`config.mk`:
```
export PLATFORM = sky130hd
export DESIGN_NAME = net1_sweep_ctrl_flat
export DESIGN_NICKNAME = d
export VERILOG_FILES = /design/src/rtl/net1_pkg.sv /design/src/rtl/net1_sweep_ctrl_if.sv /design/src/rtl/net1_sweep_ctrl_hold_timer.sv /design/src/rtl/net1_sweep_ctrl.sv /design/src/flat_wrapper.sv
export SDC_FILE = /design/constraint.sdc
export NUM_CORES = 1
export LEC_CHECK = 0
export BUFFER_PORTS_ARGS = -buffer_cell sky130_fd_sc_hd__buf_2
export CORE_MARGIN = 3
export CORE_UTILIZATION = 35
export DETAILED_ROUTE_END_ITERATION = 16
export SYNTH_ARGS = -nofsm -noshare
export SYNTH_HDL_FRONTEND = slang
export SYNTH_SLANG_ARGS = --single-unit
```
`constraint.sdc`:
```
create_clock -name clock -period 1.9 [get_ports clock]
set_input_delay 0.19 -clock clock [delete_from_list [all_inputs] [get_ports clock]]
set_output_delay 0.19 -clock clock [all_outputs]
set_load 0.01 [all_outputs]
```
`src/rtl/net1_pkg.sv`:
```
// Shared types and constants for the net1 sweep controller.
// Holds the FSM state encoding and the stimulus/response/count widths.
package net1_pkg;

  typedef enum logic [1:0] {IDLE, DRIVE, EMIT, DONE} sweep_state_t;

  localparam int NUM_COMBOS = 16;
  localparam int IN_W       = 4;
  localparam int OUT_W      = 3;
  localparam int ONES_W     = 5;

  localparam logic [IN_W-1:0] LAST_COMBO = IN_W'(NUM_COMBOS - 1);

endpackage

```
`src/rtl/net1_sweep_ctrl_if.sv`:
```
// Result stream of the net1 sweep controller: one valid/ready beat per combination.
// The controller is the master; the result consumer is the slave.
interface net1_sweep_ctrl_if;
  import net1_pkg::*;

  logic             result_valid_o;
  logic             result_ready_i;
  logic [IN_W-1:0]  result_index_o;
  logic [OUT_W-1:0] result_xyz_o;

  modport master (
    output result_valid_o,
    output result_index_o,
    output result_xyz_o,
    input  result_ready_i
  );

  modport slave (
    input  result_valid_o,
    input  result_index_o,
    input  result_xyz_o,
    output result_ready_i
  );

endinterface

```
`src/rtl/net1_sweep_ctrl_hold_timer.sv`:
```
// Clearable up-counter that flags the last cycle of a combination's hold window.
// HOLD_CYCLES must be in 1..255 so the terminal value fits the 8-bit count.
module hold_timer #(
  parameter int HOLD_CYCLES = 4
) (
  input  logic clock,
  input  logic reset_n,
  input  logic clear,
  input  logic enable,
  output logic terminal
);

  logic [7:0] count;

  always_ff @(posedge clock or negedge reset_n) begin
    if (!reset_n) begin
      count <= 8'd0;
    end else if (clear) begin
      count <= 8'd0;
    end else if (enable) begin
      count <= count + 8'd1;
    end
  end

  assign terminal = (count == 8'(HOLD_CYCLES - 1));

endmodule

```
`src/rtl/net1_sweep_ctrl.sv`:
```
// Clocked sweep of the net1 network over all 16 input combinations, one
// back-pressurable result per combination plus per-output ones-counts.
module net1_sweep_ctrl
  import net1_pkg::*;
#(
  parameter int HOLD_CYCLES = 4
) (
  input  logic               clock,
  input  logic               reset_n,
  input  logic               start_i,
  output logic               busy_o,
  output logic               done_o,
  output logic [IN_W-1:0]    abcd_o,
  input  logic [OUT_W-1:0]   xyz_i,
  net1_sweep_ctrl_if.master  result,
  output logic [ONES_W-1:0]  x_ones_o,
  output logic [ONES_W-1:0]  y_ones_o,
  output logic [ONES_W-1:0]  z_ones_o
);

  sweep_state_t state;
  logic         hold_clear;
  logic         hold_enable;
  logic         hold_done;

  // The timer sits at zero outside DRIVE, so every DRIVE entry starts a fresh hold window.
  assign hold_clear  = (state != DRIVE);
  assign hold_enable = (state == DRIVE);

  hold_timer #(
    .HOLD_CYCLES (HOLD_CYCLES)
  ) u_hold_timer (
    .clock    (clock),
    .reset_n  (reset_n),
    .clear    (hold_clear),
    .enable   (hold_enable),
    .terminal (hold_done)
  );

  always_ff @(posedge clock or negedge reset_n) begin
    if (!reset_n) begin
      state                 <= IDLE;
      busy_o                <= 1'b0;
      done_o                <= 1'b0;
      abcd_o                <= '0;
      result.result_valid_o <= 1'b0;
      result.result_index_o <= '0;
      result.result_xyz_o   <= '0;
      x_ones_o              <= '0;
      y_ones_o              <= '0;
      z_ones_o              <= '0;
    end else begin
      case (state)
        IDLE: begin
          if (start_i) begin
            state    <= DRIVE;
            busy_o   <= 1'b1;
            abcd_o   <= '0;
            x_ones_o <= '0;
            y_ones_o <= '0;
            z_ones_o <= '0;
          end
        end
        DRIVE: begin
          if (hold_done) begin
            state                 <= EMIT;
            result.result_valid_o <= 1'b1;
            result.result_xyz_o   <= xyz_i;
            result.result_index_o <= abcd_o;
            x_ones_o              <= x_ones_o + ONES_W'(xyz_i[2]);
            y_ones_o              <= y_ones_o + ONES_W'(xyz_i[1]);
            z_ones_o              <= z_ones_o + ONES_W'(xyz_i[0]);
          end
        end
        EMIT: begin
          // Everything stays frozen until the consumer takes the beat.
          if (result.result_ready_i) begin
            result.result_valid_o <= 1'b0;
            if (result.result_index_o == LAST_COMBO) begin
              state  <= DONE;
              done_o <= 1'b1;
            end else begin
              state  <= DRIVE;
              abcd_o <= abcd_o + 1'b1;
            end
          end
        end
        DONE: begin
          state  <= IDLE;
          done_o <= 1'b0;
          busy_o <= 1'b0;
        end
        default: begin
          state <= IDLE;
        end
      endcase
    end
  end

endmodule

```
`src/flat_wrapper.sv`:
```
// flat-port wrapper written by rule: the top's interface ports become plain ports
module net1_sweep_ctrl_flat import net1_pkg::*;
#(
  parameter int HOLD_CYCLES = 4
)
  (clock, reset_n, start_i, busy_o, done_o, abcd_o, xyz_i, x_ones_o, y_ones_o, z_ones_o, result_result_valid_o, result_result_index_o, result_result_xyz_o, result_result_ready_i);
  net1_sweep_ctrl_if result_i ();
  input  logic clock;
  input  logic reset_n;
  input  logic start_i;
  output logic busy_o;
  output logic done_o;
  output logic [IN_W-1:0] abcd_o;
  input  logic [OUT_W-1:0] xyz_i;
  output logic [ONES_W-1:0] x_ones_o;
  output logic [ONES_W-1:0] y_ones_o;
  output logic [ONES_W-1:0] z_ones_o;
  output wire logic [$bits(result_i.result_valid_o)-1:0] result_result_valid_o;
  output wire logic [$bits(result_i.result_index_o)-1:0] result_result_index_o;
  output wire logic [$bits(result_i.result_xyz_o)-1:0] result_result_xyz_o;
  input wire logic [$bits(result_i.result_ready_i)-1:0] result_result_ready_i;
  assign result_result_valid_o = result_i.result_valid_o;
  assign result_result_index_o = result_i.result_index_o;
  assign result_result_xyz_o = result_i.result_xyz_o;
  assign result_i.result_ready_i = result_result_ready_i;
  net1_sweep_ctrl #(.HOLD_CYCLES(HOLD_CYCLES)) u_core (.clock(clock), .reset_n(reset_n), .start_i(start_i), .busy_o(busy_o), .done_o(done_o), .abcd_o(abcd_o), .xyz_i(xyz_i), .result(result_i), .x_ones_o(x_ones_o), .y_ones_o(y_ones_o), .z_ones_o(z_ones_o));
endmodule
```
* After elaboration in Yosys (flattened, before gate mapping)
Cells that the tools add are included.
** Word-level totals
- Register bits after elaboration :: 39
- Output and inout port bits :: 29
- Input bits :: 7
** Operators by class
- Equality and inequality tests :: 11
- Muxes and demuxes :: 26
- Reduce and logical (&&, ||, !) cells :: 14
- $add $sub $neg :: 5
** Operators by type and width (number)
- one-hot mux 5 bit (2 select lines) :: 3
- 2-to-1 mux 5 bit :: 4
- 2-to-1 mux 8 bit :: 2
- adder 5 x 1 -> 5 bit :: 3
- 2-to-1 mux 4 bit :: 3
- AND reduction 3 bit :: 4
- nonzero test 2 bit :: 6
- adder 8 x 1 -> 8 bit, second input constant :: 1
- equality test 8 x 2 -> 1 bit, second input constant :: 1
- 2-to-1 mux 2 bit :: 4
- inequality test 2 bit, second input constant :: 4
- one-hot mux 2 bit (4 select lines) :: 1
- one-hot mux 4 bit (2 select lines) :: 1
- one-hot mux 1 bit (2 select lines) :: 3
- 2-to-1 mux 1 bit :: 5
- adder 4 x 1 -> 4 bit, second input constant :: 1
- equality test 2 bit, second input constant :: 2
- equality test 4 bit, second input constant :: 1
- inequality test 2 x 1 -> 1 bit, second input constant :: 2
- AND reduction 2 bit :: 2
- AND reduction 4 bit :: 1
- equality test 2 x 1 -> 1 bit, second input constant :: 1
- logical NOT 2 bit :: 1

* Depth between registers and ports, before layout
Gate-level depths: netlist of the first run.
- Word-level depth :: 4
- Depth in mapped cells :: 6

* Cells and area by module
From an unflattened synthesis of the first run, not the netlist that was laid out.
** Second synthesis, totals
- Cell total of the unflattened synthesis :: 193
- Area total of the unflattened synthesis :: 1960.6 um2
** By module, submodules not included
- net1_sweep_ctrl :: times used 1, cells each 153, seq. area each 775.7 um2, area each 1549.0 um2
- hold_timer :: times used 1, cells each 40, seq. area each 200.2 um2, area each 411.6 um2

* Worst setup path before layout of the first run
No wires, ideal clock.
- Path type :: register to register
- Start :: reg u_core.u_hold_timer.count[0]
- End :: reg u_core.result.result_index_o[0]
- Setup slack :: 0.288 ns
- Data arrival time :: 1.487 ns
- Buffers on the path :: 1
- Stages on the path, launching flop included :: 6
- Setup time :: 0.125 ns
- Cells stage by stage :: dfrtp_1 -> ha_1 -> nor3b_2 -> nand3_4 -> buf_6 -> mux2_4
** On the way
- Word-level cells in the longest chain between the ends :: 2
** RTL lines
- from (decl) :: line net1_sweep_ctrl_hold_timer.sv:13 : logic [7:0] count;
- from (signal assigned) :: line net1_sweep_ctrl_hold_timer.sv:21 : count <= count + 8'd1;
- equality test 8 x 2 -> 1 bit :: line net1_sweep_ctrl_hold_timer.sv:25 : assign terminal = (count == 8'(HOLD_CYCLES - 1));
- AND reduction 2 bit (no line)
- to (signal assigned) :: line net1_sweep_ctrl.sv:69 : result.result_index_o <= abcd_o;
- to (decl) :: line net1_sweep_ctrl_if.sv:13 : output result_index_o,
Every way passes these cells.
A chain may end at the register's enable or synchronous reset.

* Worst setup path after layout of the first run
- Start :: reg u_core.u_hold_timer.count[0]
- End :: reg u_core.y_ones_o[1]
** On the way
- Word-level cells in the longest chain between the ends :: 3
** RTL lines
- equality test 8 x 2 -> 1 bit :: line net1_sweep_ctrl_hold_timer.sv:25
- inequality test 2 bit (no line)
- AND reduction 3 bit (no line)
- to (signal assigned) :: line net1_sweep_ctrl.sv:71 : y_ones_o <= y_ones_o + ONES_W'(xyz_i[1]);
- to (decl) :: line net1_sweep_ctrl.sv:17 : output logic [ONES_W-1:0] y_ones_o,
Every way passes these cells.

==> flow_summary.json, run 1 <==
{
  "outcome": "finished clean",
  "grt_pass1_wl_um": 6617,
  "core_sq_um": 5172,
  "reg2reg_slack_ps": 190,
  "yosysTopAreaCell": "dfrtp_1",
  "fillerInstances": 503,
  "synthCells": 169,
  "viasPerCell": 4.873,
  "totalWireLength_um": 3883,
  "cts.sinks": 39,
  "dpl-instance-area_sq_um": 2166,
  "met2_length_um": 1807,
  "critPathMaxFanout": 6,
  "grt_usage_pct": 13.59,
  "cts-root-buf": "clkbuf_8",
  "hold_viol_final": 0,
  "drive_above_1_share_pct": 30.37,
  "relSlewSlack_pct": 66.70,
  "rsz0062_at_grt": "no",
  "clk_latency_ps": 300,
  "fin_ws_ps": 191.7,
  "ys_async_sr_fraction_pct": 100.0,
  "insertedDiodeCount": 0,
  "grt_max_degree": 40,
  "dieHeight_um": 79.47,
  "synth_edf_count": 0,
  "remaining_drc_errors": 0,
  "hold_path.startpoint": "xyz_i[0]",
  "dp_cells": 275,
  "io_buffers": 35,
  "peakVddDrop_uv": 367.1,
  "antenna_left": 0,
  "core.rowCount": 26,
  "die_area_sq_um": 6315,
  "min_path_cells": 2,
  "critPathMaxStageDelay_ps": 380,
  "synthToLayoutAreaGrowth_pct": 21.13,
  "numCtsBuffers": 5,
  "dr.max_layer_used": "met4",
  "min_to": "u_core.result.result_xyz_o[0]",
  "cpMaxStageDelayCell": "dfrtp_1",
  "clkTransAtPathRegs_ps": 80,
  "dr.pass1.iters": 4,
  "crit_type": "register to register",
  "cp_data_required_time_ps": 2120,
  "worstHoldPathType": "primary input to register",
  "cts_resized": 0,
  "power.leakage_nw": 1.153,
  "place_hpwl_um": 2754,
  "cts_buffer_depth": 2,
  "period_minus_slack_ps": 1708,
  "maxCapViolations": 0,
  "overflow": 0,
  "ys_seq_area_share_pct": 51.66,
  "p_per_area_nw_per_um2": 1152,
  "start_kind": "register",
  "ys_types": 36,
  "die_w_um": 79.47,
  "clock_skew_ps": 10.41,
  "synth_area_leaders": "dfrtp_1, nand3_1, ha_1",
  "ys.flop_type": "dfrtp_1",
  "instances_no_fill": 284,
  "pin_count": 36,
  "yosysTopAreaCellShare_pct": 51.66,
  "syn_area_sq_um": 1889,
  "num-nets-final": 228,
  "slew_violations": 0,
  "setup_viol": 0,
  "r2r-end": "u_core.y_ones_o[1]",
  "final_cell_area_sq_um": 2288,
  "crit_path_start": "u_core.u_hold_timer.count[0]",
  "cts_tree": "built",
  "pre_cts_slack_ps": 183.0,
  "worst_pin_slew_ps": 499.5,
  "met1_length_um": 1835,
  "grt_pass1_vias": 1364,
  "yosys_warnings": 0,
  "crit_path_cell_trace": "ha_1 > nor3b_2 > buf_4 > and2_0 > nand3_1 > o21ai_0",
  "ys_ff_latch": 39,
  "start_util_pct": 36.53,
  "drt_iter0_drc": 80,
  "post_drt_wl_per_cell_um": 13.67,
  "timing.rr.start": "u_core.u_hold_timer.count[0]",
  "min_period_over_period_pct": 89.91,
  "fmax_ghz": 0.5854,
  "synth_nets": 184,
  "tns_ps": 0,
  "htreeDepth": 2,
  "endpoint_kind": "register",
  "gp_congestion": 0.7976,
  "crit_arrival_ps": 1930,
  "grt_antenna_before_repair": 0,
  "vias": 1384,
  "ff2ff_path_depth": 6,
  "wl_met3_um": 173,
  "syn_avg_cell_area_sq_um": 11.18
}
-- layout by cell type (no fill, tap or decap), types with 4 or more instances in the layout --
master and instances:
inv_1 4, clkbuf_8 5, o31ai_1 8, xor2_1 5, and3_1 4, buf_4 7, mux2_4 5, o21ai_0 9
buf_2 35, ha_1 8, nand2_1 12, nand3_1 21, dfrtp_1 39, and2_1 6, nor2_1 9
-- metrics by stage --
step / util [%] / hold slack, ps / total power, mW
global placement: 41.87 / 279.6 / 1.953
floorplan: - / -105.6 / 1.663
global route: 44.24 / 133.2 / 2.829
CTS: 44.24 / 130.5 / 2.686
finish: 44.24 / 138.3 / 2.637
detailed placement: 41.87 / 285.9 / 1.972
-- cell type report --
class / instances / area [sq um] / area share (%)
Multi-Input combinational cell: 120 / 859.6 / 37.56
Clock inverter: 3 / 43.79 / 1.914
Clock buffer: 5 / 68.82 / 3.007
Sequential cell: 39 / 975.9 / 42.65
Tap cell: 70 / 87.58 / 3.827
Inverter: 4 / 15.01 / 0.6561
Timing Repair Buffer: 43 / 237.7 / 10.39
-- synth_stat cells (2+ instances only) --
master    count
mux2_4        5
nand3_1      21
buf_6         2
and3_1        4
nor2_1        9
ha_1          8
nand2_1      12
mux2i_1       3
nand2b_1      2
clkbuf_1      3
o21ai_0       9
a21oi_1       2
xor2_1        5
inv_1         4
a22o_1        2
and2_1        6
o211ai_1      3
xnor2_1       2
o31ai_1       8
mux2_2        2
dfrtp_1      39
a31o_2        2
a31oi_1       3
-- critical path: cells and delay by family, from the launching register on --
| kind | cells | cell delay, ps |
|---|---|---|
| AND/OR/NAND/NOR | 3 | 760 |
| AO/OA/AOI/OAI | 1 | 80 |
| adder cells (fa/ha/maj) | 1 | 230 |
| buffers and inverters | 1 | 190 |
| flip-flops | 1 | 380 |
-- repair_timing --
action / CTS / global route
hold buffers: 1 / 0
hold endpoints to repair: 39 / 0
buffers inserted: 0 / 0
-- state kept, by name, summed over array words and instances, names as in the netlist --
register and count:
u_core.abcd_o 4, u_core.busy_o 1, u_core.done_o 1, u_core.result.result_index_o 4, u_core.result.result_valid_o 1, u_core.result.result_xyz_o 3, u_core.state 2, u_core.u_hold_timer.count 8
u_core.x_ones_o 5, u_core.y_ones_o 5, u_core.z_ones_o 5
-- power by group --
group	internal (mW)	leakage, nW	total, mW	switching [mW]
sequential	0.975	0.521	1.12	0.141
combinational	0.374	0.573	0.822	0.448
clock	0.391	0.0581	0.699	0.308
-- kinds of logic after synthesis --
logic type,count (synthesis),synth area share (%)
DFF,39,51.66
and+or+nand+nor,64,19.14
muxes,10,6.755
AOI/OAI and AO/OA,31,11.06
xor gates and xnor gates,7,3.245
buffers and inverters,10,2.847
adders and majority gates,8,5.298
-- layer usage --
| metal | vias to the layer above | track usage [%] |
|---|---|---|
| li1 | 698 | - |
| met1 | 656 | 17.24 |
| met2 | 23 | 21.12 |
| met3 | 7 | 4.515 |
| met4 | 0 | 5.670 |
| met5 | - | 0 |
-- how the worst max path moves through the flow --
stage,end,slack (ps)
finish,u_core.y_ones_o[1],190
global route,u_core.z_ones_o[1],40
CTS,u_core.y_ones_o[1],170
detailed placement,u_core.y_ones_o[1],180
global placement,u_core.result.result_xyz_o[1],290
floorplan,u_core.result.result_index_o[0],290
(Power assumes the default switching activity.)
==> run 2: changes to the inputs <==
CELL_PAD_IN_SITES_DETAIL_PLACEMENT = 0   (was default)
CELL_PAD_IN_SITES_GLOBAL_PLACEMENT = 1   (was default)
PLACE_DENSITY_LB_ADDON = 0.1   (was default)
==> flow_summary.json, run 2 (synthesis gave the netlist of run 1 again) <==
{
  "final_cell_mix": "dfrtp_1, buf_2, nand3_1, nand2_1, buf_4",
  "die_area_sq_um": 6315,
  "io_buffers": 35,
  "worst_pin_slew_ps": 584.4,
  "outcome": "finished clean",
  "remaining_drc_errors": 0,
  "dpl-instance-area_sq_um": 2158,
  "instances_no_fill": 288,
  "maxCapViolations": 0,
  "p_per_area_nw_per_um2": 1102,
  "period_minus_slack_ps": 1706,
  "core_sq_um": 5172,
  "switchingPower_mw": 0.8962,
  "p_clk_share_pct": 21.0,
  "slew_violations": 0,
  "drt_iter0_drc": 95,
  "critical_path.top_delay_family": "compound AO/OA/AOI/OAI gates",
  "htreeDepth": 2,
  "cts.sinks": 39,
  "dp_cells": 274,
  "post_drt_wl_per_cell_um": 14.54,
  "grt_antenna_before_repair": 0,
  "crit_type": "register to register",
  "totalWireLength_um": 4187,
  "power.leakage_nw": 1.153,
  "tns_ps": 0,
  "cpMaxStageDelayCell": "a31oi_1",
  "cp_data_required_time_ps": 2080,
  "dr.pass1.iters": 4,
  "swShare_pct": 35.41,
  "finalCoreUtilization_pct": 44.39,
  "core.rowCount": 26,
  "vias": 1447,
  "start_util_pct": 36.53,
  "largest-register": "u_core.u_hold_timer.count",
  "p_comb_share_pct": 36.2,
  "crit_path_cell_trace": "ha_1 > nor3b_4 > a31oi_1 > o21ai_0 > o31ai_1",
  "fmax_ghz": 0.5862,
  "min_period_over_period_pct": 89.78,
  "grt_pass1_wl_um": 7100,
  "critPathMaxFanout": 6,
  "antenna_left": 0,
  "clk_latency_ps": 290,
  "overflow": 0,
  "dieHeight_um": 79.47,
  "place_hpwl_um": 2916,
  "grt_max_degree": 40,
  "grt_usage_pct": 14.24,
  "final_cell_area_sq_um": 2296,
  "cts_buffer_depth": 2,
  "worstHoldPathType": "primary input to register",
  "endpoint_kind": "register",
  "cts_tree": "built",
  "rsz0062_at_grt": "no",
  "synthToLayoutAreaGrowth_pct": 21.52,
  "pin_count": 36,
  "die_w_um": 79.47,
  "largest_reg_flops": 8,
  "insertedDiodeCount": 0,
  "relSlewSlack_pct": 60.86,
  "crit_path_start": "u_core.u_hold_timer.count[0]",
  "numCtsBuffers": 5,
  "grt_pass1_vias": 1525,
  "layout_commonest_cell": "dfrtp_1",
  "setup_viol": 0,
  "timing.rr.start": "u_core.u_hold_timer.count[0]",
  "clkTransAtPathRegs_ps": 70,
  "cts-root-buf": "clkbuf_8",
  "drive_above_1_share_pct": 30.73,
  "crit_arrival_ps": 1890,
  "start_kind": "register",
  "total_power_mw": 2.531,
  "internal_power_mw": 1.635,
  "critical_path_buf_inv_count": 0,
  "critPathMaxStageDelay_ps": 480,
  "num-nets-final": 232,
  "peakVddDrop_uv": 442.8,
  "gp_congestion": 0.7661,
  "power.share.sequential_pct": 42.8,
  "clock_skew_ps": 10.80,
  "hold_path.startpoint": "xyz_i[0]",
  "viasPerCell": 5.024,
  "hold_viol_final": 0
}
-- run 2: changes by cell type in the layout (fill, tap and decap cells not counted) --
cell       change
buf_4          +3
clkbuf_1       +2
bufinv_16      -1
clkinv_4       -1
nand3_2        +1
nor3b_2        -1
nor3b_4        +1
-- run 2: final timing paths --
| path | end | slack, ps | depth (start not counted) |
|---|---|---|---|
| min in group asynchronous | u_core.result.result_xyz_o[1] | 490 | 3 |
| max in group asynchronous | u_core.u_hold_timer.count[3] | 1050 | 3 |
| hold / removal | u_core.result.result_xyz_o[0] | 150 | 2 |
| setup / recovery | u_core.z_ones_o[3] | 190 | 5 |
| hold reg to reg | u_core.y_ones_o[4] | 470 | 1 |
| setup reg to reg | u_core.z_ones_o[3] | 190 | 5 |
-- run 2: what timing repair did --
action | in CTS | in global routing
hold buffers | 1 | 0
setup buffers | 0 | 4
setup endpoints to repair | 0 | 11
endpoints found under the hold margin | 39 | 0
resized for setup | 0 | 1
-- run 2: layout make-up --
class	instances	area (sq um)
clock buffers	7	76.32
clock inverters	1	5.005
well taps	70	87.58
multi-input cells	121	875.8
fillers	514	2877
inverters	4	15.01
repair buffers	46	260.3
flip-flops and latches	39	975.9
-- run 2: layer usage --
layer	vias up	share of wire [%]	GRT usage, %
met3	5	4.4	4.628
li1	704	-	-
met4	0	0.88	3.093
met5	-	0	0
met2	26	49	24.37
met1	712	46	17.42
-- run 2: per-stage QoR --
step / setup slack (ps) / hold slack [ps]
finish: 194.2 / 151.5
global route: 24.21 / 140.6
CTS: 108.4 / 146.6
detailed placement: 115.0 / 277.1
global placement: 170.2 / 265.8
floorplan: 287.8 / -105.6
-- run 2: power by group through the flow --
stage	Clock, mW	Sequential [mW]	Combinational [mW]
floorplan	0	1.14	0.522
CTS	0.547	1.09	0.877
global route	0.596	1.11	1.03
detailed placement	0	1.10	0.871
finish	0.531	1.08	0.917
global placement	0	1.09	0.860
